==> src/rtl/ps2_host_tx.sv <==
// ps2_host_tx
// PS/2 host-to-device transmitter. Accepts one command byte over a
// valid/ready handshake and runs the complete host-to-device sequence.
// The sequence is: clock inhibit, request-to-send, 11 device-clocked bits
// (start, 8 data LSB-first, odd parity, stop), and a device ACK check.
//
// Ports
//   clk          system clock
//   rst          synchronous, active-high reset
//   tx_data      command byte, sampled only on accept
//   tx_valid     command request
//   tx_ready     high only while idle; accept = tx_valid && tx_ready
//   ps2_clk_in   raw PS2_CLK line level
//   ps2_data_in  raw PS2_DATA line level
//   ps2_clk_oe   1 = pull PS2_CLK low (open-drain at the top level)
//   ps2_data_oe  1 = pull PS2_DATA low (open-drain at the top level)
//   busy         transaction in progress
//   done         one-cycle pulse: device ACKed and lines returned idle
//   err          one-cycle pulse: device NACK or timeout
//
// All outputs are registered. They are computed from the next-state values,
// so they change on the same edge as the state register.
module ps2_host_tx #(
  parameter int INHIBIT_CYCLES = 12000,
  parameter int RTS_CYCLES     = 200,
  parameter int FILTER_LEN     = 8,
  parameter int TIMEOUT_CYCLES = 2000000
) (
  input  logic       clk,
  input  logic       rst,
  input  logic [7:0] tx_data,
  input  logic       tx_valid,
  output logic       tx_ready,
  input  logic       ps2_clk_in,
  input  logic       ps2_data_in,
  output logic       ps2_clk_oe,
  output logic       ps2_data_oe,
  output logic       busy,
  output logic       done,
  output logic       err
);

  localparam int PH_MAX = (INHIBIT_CYCLES > RTS_CYCLES) ? INHIBIT_CYCLES : RTS_CYCLES;
  localparam int PH_W   = (PH_MAX > 1) ? $clog2(PH_MAX) : 1;
  localparam int FL_W   = (FILTER_LEN > 1) ? $clog2(FILTER_LEN) : 1;
  localparam int TO_W   = (TIMEOUT_CYCLES > 1) ? $clog2(TIMEOUT_CYCLES) : 1;

  localparam logic [PH_W-1:0] INH_LAST = PH_W'(INHIBIT_CYCLES - 1);
  localparam logic [PH_W-1:0] RTS_LAST = PH_W'(RTS_CYCLES - 1);
  localparam logic [FL_W-1:0] FL_LAST  = FL_W'(FILTER_LEN - 1);
  localparam logic [TO_W-1:0] TO_LAST  = TO_W'(TIMEOUT_CYCLES - 1);

  typedef enum logic [2:0] {
    S_IDLE, S_INHIBIT, S_RTS, S_SEND, S_ACKCHK, S_WAIT_IDLE, S_DONE, S_ERR
  } state_t;

  // ---------------------------------------------------------------------
  // Input conditioning: 2-FF synchronizers (bit 0 = clock, bit 1 = data).
  // A stability filter on the clock only. Everything resets to the idle
  // (high) line level so that leaving reset does not create a false edge.
  // ---------------------------------------------------------------------
  logic [1:0]      sync1_reg, sync2_reg;
  logic            clk_filt_reg;
  logic [FL_W-1:0] flt_cnt_reg;
  logic            fall_reg;
  logic            clk_sync, data_sync;

  assign clk_sync  = sync2_reg[0];
  assign data_sync = sync2_reg[1];

  always_ff @(posedge clk) begin
    if (rst) begin
      sync1_reg    <= 2'b11;
      sync2_reg    <= 2'b11;
      clk_filt_reg <= 1'b1;
      flt_cnt_reg  <= '0;
      fall_reg     <= 1'b0;
    end else begin
      sync1_reg <= {ps2_data_in, ps2_clk_in};
      sync2_reg <= sync1_reg;
      fall_reg  <= 1'b0;
      // Count consecutive samples that disagree with the filtered level.
      // Any agreeing sample restarts the count, so short glitches vanish.
      if (clk_sync == clk_filt_reg) begin
        flt_cnt_reg <= '0;
      end else if (flt_cnt_reg == FL_LAST) begin
        clk_filt_reg <= clk_sync;
        flt_cnt_reg  <= '0;
        fall_reg     <= ~clk_sync;
      end else begin
        flt_cnt_reg <= flt_cnt_reg + 1'b1;
      end
    end
  end

  // ---------------------------------------------------------------------
  // Transmit FSM
  // ---------------------------------------------------------------------
  state_t          state_reg, state_next;
  logic [PH_W-1:0] ph_cnt_reg, ph_cnt_next;
  logic [TO_W-1:0] to_cnt_reg, to_cnt_next;
  logic [3:0]      bit_idx_reg, bit_idx_next;
  // Frame is {stop, parity, data}. The start bit is implied by bit_idx == 0.
  logic [9:0]      frame_reg, frame_next;
  logic            ack_reg, ack_next;
  logic            timed_out;
  logic            cur_bit_next;

  logic tx_ready_reg, busy_reg, done_reg, err_reg, clk_oe_reg, data_oe_reg;

  assign tx_ready    = tx_ready_reg;
  assign busy        = busy_reg;
  assign done        = done_reg;
  assign err         = err_reg;
  assign ps2_clk_oe  = clk_oe_reg;
  assign ps2_data_oe = data_oe_reg;

  always_comb begin
    state_next   = state_reg;
    ph_cnt_next  = ph_cnt_reg;
    to_cnt_next  = to_cnt_reg;
    bit_idx_next = bit_idx_reg;
    frame_next   = frame_reg;
    ack_next     = ack_reg;
    timed_out    = (to_cnt_reg == TO_LAST);

    case (state_reg)
      S_IDLE: begin
        if (tx_valid && tx_ready_reg) begin
          state_next   = S_INHIBIT;
          ph_cnt_next  = '0;
          bit_idx_next = 4'd0;
          frame_next   = {1'b1, ~^tx_data, tx_data};
        end
      end
      S_INHIBIT: begin
        if (ph_cnt_reg == INH_LAST) begin
          state_next  = S_RTS;
          ph_cnt_next = '0;
        end else begin
          ph_cnt_next = ph_cnt_reg + 1'b1;
        end
      end
      S_RTS: begin
        to_cnt_next = '0;
        if (ph_cnt_reg == RTS_LAST) begin
          state_next = S_SEND;
        end else begin
          ph_cnt_next = ph_cnt_reg + 1'b1;
        end
      end
      S_SEND: begin
        // Timeout wins over a fall arriving in the same cycle.
        if (timed_out) begin
          state_next = S_ERR;
        end else begin
          to_cnt_next = to_cnt_reg + 1'b1;
          if (fall_reg) begin
            if (bit_idx_reg == 4'd10) begin
              // Eleventh fall: the device drives the ACK bit now.
              state_next = S_ACKCHK;
              ack_next   = data_sync;
            end else begin
              bit_idx_next = bit_idx_reg + 4'd1;
              // Fall 1 moves from the start bit to frame[0] without
              // shifting. Later falls shift the next bit into place.
              if (bit_idx_reg != 4'd0) begin
                frame_next = {1'b1, frame_reg[9:1]};
              end
            end
          end
        end
      end
      S_ACKCHK: begin
        if (timed_out) begin
          state_next = S_ERR;
        end else begin
          to_cnt_next = to_cnt_reg + 1'b1;
          state_next  = ack_reg ? S_ERR : S_WAIT_IDLE;
        end
      end
      S_WAIT_IDLE: begin
        if (timed_out) begin
          state_next = S_ERR;
        end else begin
          to_cnt_next = to_cnt_reg + 1'b1;
          if (clk_filt_reg && data_sync) begin
            state_next = S_DONE;
          end
        end
      end
      S_DONE:  state_next = S_IDLE;
      S_ERR:   state_next = S_IDLE;
      default: state_next = S_IDLE;
    endcase

    cur_bit_next = (bit_idx_next == 4'd0) ? 1'b0 : frame_next[0];
  end

  always_ff @(posedge clk) begin
    if (rst) begin
      state_reg    <= S_IDLE;
      ph_cnt_reg   <= '0;
      to_cnt_reg   <= '0;
      bit_idx_reg  <= 4'd0;
      frame_reg    <= '1;
      ack_reg      <= 1'b1;
      tx_ready_reg <= 1'b1;
      busy_reg     <= 1'b0;
      done_reg     <= 1'b0;
      err_reg      <= 1'b0;
      clk_oe_reg   <= 1'b0;
      data_oe_reg  <= 1'b0;
    end else begin
      state_reg    <= state_next;
      ph_cnt_reg   <= ph_cnt_next;
      to_cnt_reg   <= to_cnt_next;
      bit_idx_reg  <= bit_idx_next;
      frame_reg    <= frame_next;
      ack_reg      <= ack_next;
      tx_ready_reg <= (state_next == S_IDLE);
      busy_reg     <= (state_next != S_IDLE);
      done_reg     <= (state_next == S_DONE);
      err_reg      <= (state_next == S_ERR);
      clk_oe_reg   <= (state_next == S_INHIBIT) || (state_next == S_RTS);
      data_oe_reg  <= (state_next == S_RTS) || ((state_next == S_SEND) && !cur_bit_next);
    end
  end

endmodule
==> config.mk <==
export PLATFORM = sky130hd
export DESIGN_NAME = ps2_host_tx
export DESIGN_NICKNAME = d
export VERILOG_FILES = /design/src/rtl/ps2_host_tx.sv
export SDC_FILE = /design/constraint.sdc
export NUM_CORES = 1
export LEC_CHECK = 0
export ABC_AREA = 1
export BUFFER_PORTS_ARGS = -buffer_cell sky130_fd_sc_hd__buf_2
export CAP_MARGIN = 10
export CORE_ASPECT_RATIO = 0.8
export CORE_MARGIN = 8
export CORE_UTILIZATION = 30
export DETAILED_ROUTE_END_ITERATION = 16
export PLACE_DENSITY_LB_ADDON = 0.15
export SLEW_MARGIN = 10
export SYNTH_ARGS = -nofsm -noshare
export SYNTH_HDL_FRONTEND = slang
export SYNTH_SLANG_ARGS = --single-unit
==> constraint.sdc <==
create_clock -name clk -period 2.2 [get_ports clk]
set_input_delay 0.11 -clock clk [delete_from_list [all_inputs] [get_ports clk]]
set_output_delay 0.11 -clock clk [all_outputs]
set_load 0.02 [all_outputs]
==> impl_metrics.toml <==
[run_status]
outcome = "finished clean"

[finish]
area_growth_pct = 15.9
largest_register_ffs = 21
fin_nets = 627
layoutNonFillerInstCount = 787
fill_cells = 1414
antenna-diode-count = 0
stdcell_area_um2 = 4530
drive_gt1_frac = 0.167
regArea_um2 = 1360
multi_input_area_um2 = 2190

[setup_path]
endpoint_kind = "register"
rr_worst_depth = 8
cp.required_ns = 2.46
timing.critical_path.cells = "ha_4 -> nand3_1 -> nor2_2 -> nand3_4 -> a21oi_2 -> buf_4 -> nand2_1 -> a21oi_1"
crit_fanout = 9
slowest_delay_ns = 0.46
start_kind = "register"
path_class = "reg2reg"
slowest_stage = "dfxtp_1"
cp.arrival_ns = 2.26

[yosys]
synth_edf_count = 0
netlist_area_um2 = 3910
netlist_instances = 576
yosysSeqAreaShare = 0.348
synth_top_area_cell = "dfxtp_1"
yosysWarnings = 0
async_reset_ff_frac = 0
ys_ff_latch = 68
ys_types = 41
synth_top_area_frac = 0.348
synth.area.top_cells = "dfxtp_1 35%, nand2_1 13%, nor2_1 6.2%, inv_1 6.1%, nand3_1 5.6%"
synth.net_count = 596
ys.flop_type = "dfxtp_1"
avgSynthCellArea_um2 = 6.79

[clocking]
numCtsBuffers = 9
htree_num_levels = 3
clk_pin_slew_ns = 0.06
worstSkewPairLatency_ns = 0.33
cts.sinks = 68
cts_root_buf = "clkbuf_16"
cts_tree = "done"
post_cts_buffers = 0
cts_max_path_buffers = 2

[timing]
rsz0062_at_grt = "false"
hold_viol = 0
skew_ns = 0.00903
post-route-min-period_ns = 2.01
slew-limit-headroom = 0.725
fin_crit_sh = 0.912
slew_viol_final = 0
fmax_ghz = 0.498
finalSetupViolCount = 0
tns_ns = 0
worstMarginPinSlew_ns = 0.409

[power]
irDropWorstVdd_v = 0.000449
power_density_nw_per_um2 = 621
p_leak_nw = 1.93

[global_routing]
antenna_found_initial = 0
grt_max_degree = 27
grt_pass1_vias = 3440
met3_usage = 0.0280
grt_overflow = 0
grt_pass1_wl_mm = 16.9
grt_use_total = 0.122
grt_busiest_layer = "met1"
met2_usage = 0.171
grt_util_met1 = 0.182

[floorplan]
pin_count = 19
core.rowCount = 37
die_y_um = 118
die_x_um = 144
start_util = 0.306
core_area_um2 = 12800
dieArea_um2 = 17000

[min_path]
hold_depth = 3
hp-class = "in2reg"

[drt]
drt-initial-drc-count = 285
ant_nets = 0
drc = 0
vias = 3655
vias_per_cell = 4.64
drt_wl_total_mm = 10.1
first_pass_iters = 4
wl_per_cell_um = 12.8

[place]
dpl_cell_area_um2 = 4240
dpl.hpwl_mm = 7.76
port_buffers = 18
place.gp.congestion = 0.874
dp.cells = 769

[job]
max-cap-violations = 0
-- final timing paths --
check / from / end / slack, ns
worst max-delay path: to_cnt_reg[0] / to_cnt_reg[14] / 0.19
worst min-delay path: tx_data[3] / frame_reg[3] / 0.03
worst max register to register: to_cnt_reg[0] / to_cnt_reg[14] / 0.19
worst min register to register: sync1_reg[1] / sync2_reg[1] / 0.41
-- report_power, final --
group	leakage, nW	internal [mW]	switching (mW)
Clock	0.131	0.791	0.510
Combinational	1.25	0.0811	0.154
Sequential	0.552	1.27	0.0150
-- cells in the final DEF, fill, tap and decap left out, types with 4 or more instances in the layout --
cell type | synthesis | layout
nand4_1 | 21 | 21
nand2_2 | 10 | 10
ha_1 | 7 | 6
dfxtp_1 | 68 | 68
inv_1 | 64 | 64
nand3_2 | 5 | 5
nor2_4 | 4 | 4
xor2_1 | 7 | 7
buf_4 | 2 | 13
nor2_1 | 65 | 65
a21oi_1 | 29 | 29
clkbuf_1 | 5 | 4
o21ai_1 | 9 | 9
nand3_1 | 44 | 44
o2111ai_1 | 8 | 8
xnor2_1 | 6 | 6
nand2_1 | 138 | 138
nor3_1 | 8 | 8
nor2_2 | 8 | 8
or2_2 | 8 | 8
inv_2 | 13 | 13
buf_2 | 2 | 18
clkbuf_16 | 0 | 9
o21ai_0 | 18 | 18
-- synth_stat cells, types with 3 or more instances --
| library cell | instances |
|---|---|
| inv_2 | 13 |
| a21oi_2 | 3 |
| nand4_1 | 21 |
| ha_1 | 7 |
| xor2_1 | 7 |
| nor2_2 | 8 |
| nor3_1 | 8 |
| o21ai_1 | 9 |
| nand3_1 | 44 |
| nand2_1 | 138 |
| inv_1 | 64 |
| clkbuf_1 | 5 |
| nand3_2 | 5 |
| nor2_4 | 4 |
| a21oi_1 | 29 |
| xnor2_1 | 6 |
| o2111ai_1 | 8 |
| o21ai_0 | 18 |
| nand2_2 | 10 |
| or2_2 | 8 |
| buf_6 | 3 |
| dfxtp_1 | 68 |
| nor2_1 | 65 |
-- critical path: cells and delay by family, from the launching register on --
kind / cells / cell delay, ns
buffers and inverters: 1 / 0.22
AOI/OAI and AO/OA: 2 / 0.50
DFF: 1 / 0.46
and+or+nand+nor: 4 / 0.51
adders and majority gates: 1 / 0.22
-- per-stage QoR --
step                power (mW)  utilization  worst slack (ns)  hold slack (ns)
finish                    2.82        0.355             0.193           0.0336
detailed placement        1.54        0.332             0.115            0.297
global placement          1.54        0.332             0.212            0.292
global route              2.94        0.355            0.0253           0.0426
CTS                       2.85        0.354            0.0912           0.0248
floorplan                 1.47            -             0.517            0.214
-- metal layers --
metal / wire [um] / part of all wire
met3: 306 / 0.030
met1: 5630 / 0.56
met2: 4040 / 0.40
met5: 0 / 0
met4: 103 / 0.010
-- final cells by class --
cell class / count / share of cell area
repair buffers: 33 / 0.0458
multi-input cells: 418 / 0.484
clock inverters: 2 / 0.00221
flip-flops and latches: 68 / 0.300
clock buffers: 14 / 0.0560
well taps: 175 / 0.0483
inverters: 77 / 0.0638
-- repair_timing --
item	in CTS	in global routing
hold buffers	2	0
hold endpoints to repair	2	0
gates resized for setup	0	2
setup endpoints to repair	0	12
-- cells by family after synthesis --
kind of cell / synth area share
AO/OA/AOI/OAI: 0.121
XOR/XNOR: 0.0291
adder cells (fa/ha/maj): 0.0224
buffers and inverters: 0.0947
flip-flops: 0.348
AND/OR/NAND/NOR: 0.385
Note: power is estimated with default switching activity, not from simulation.
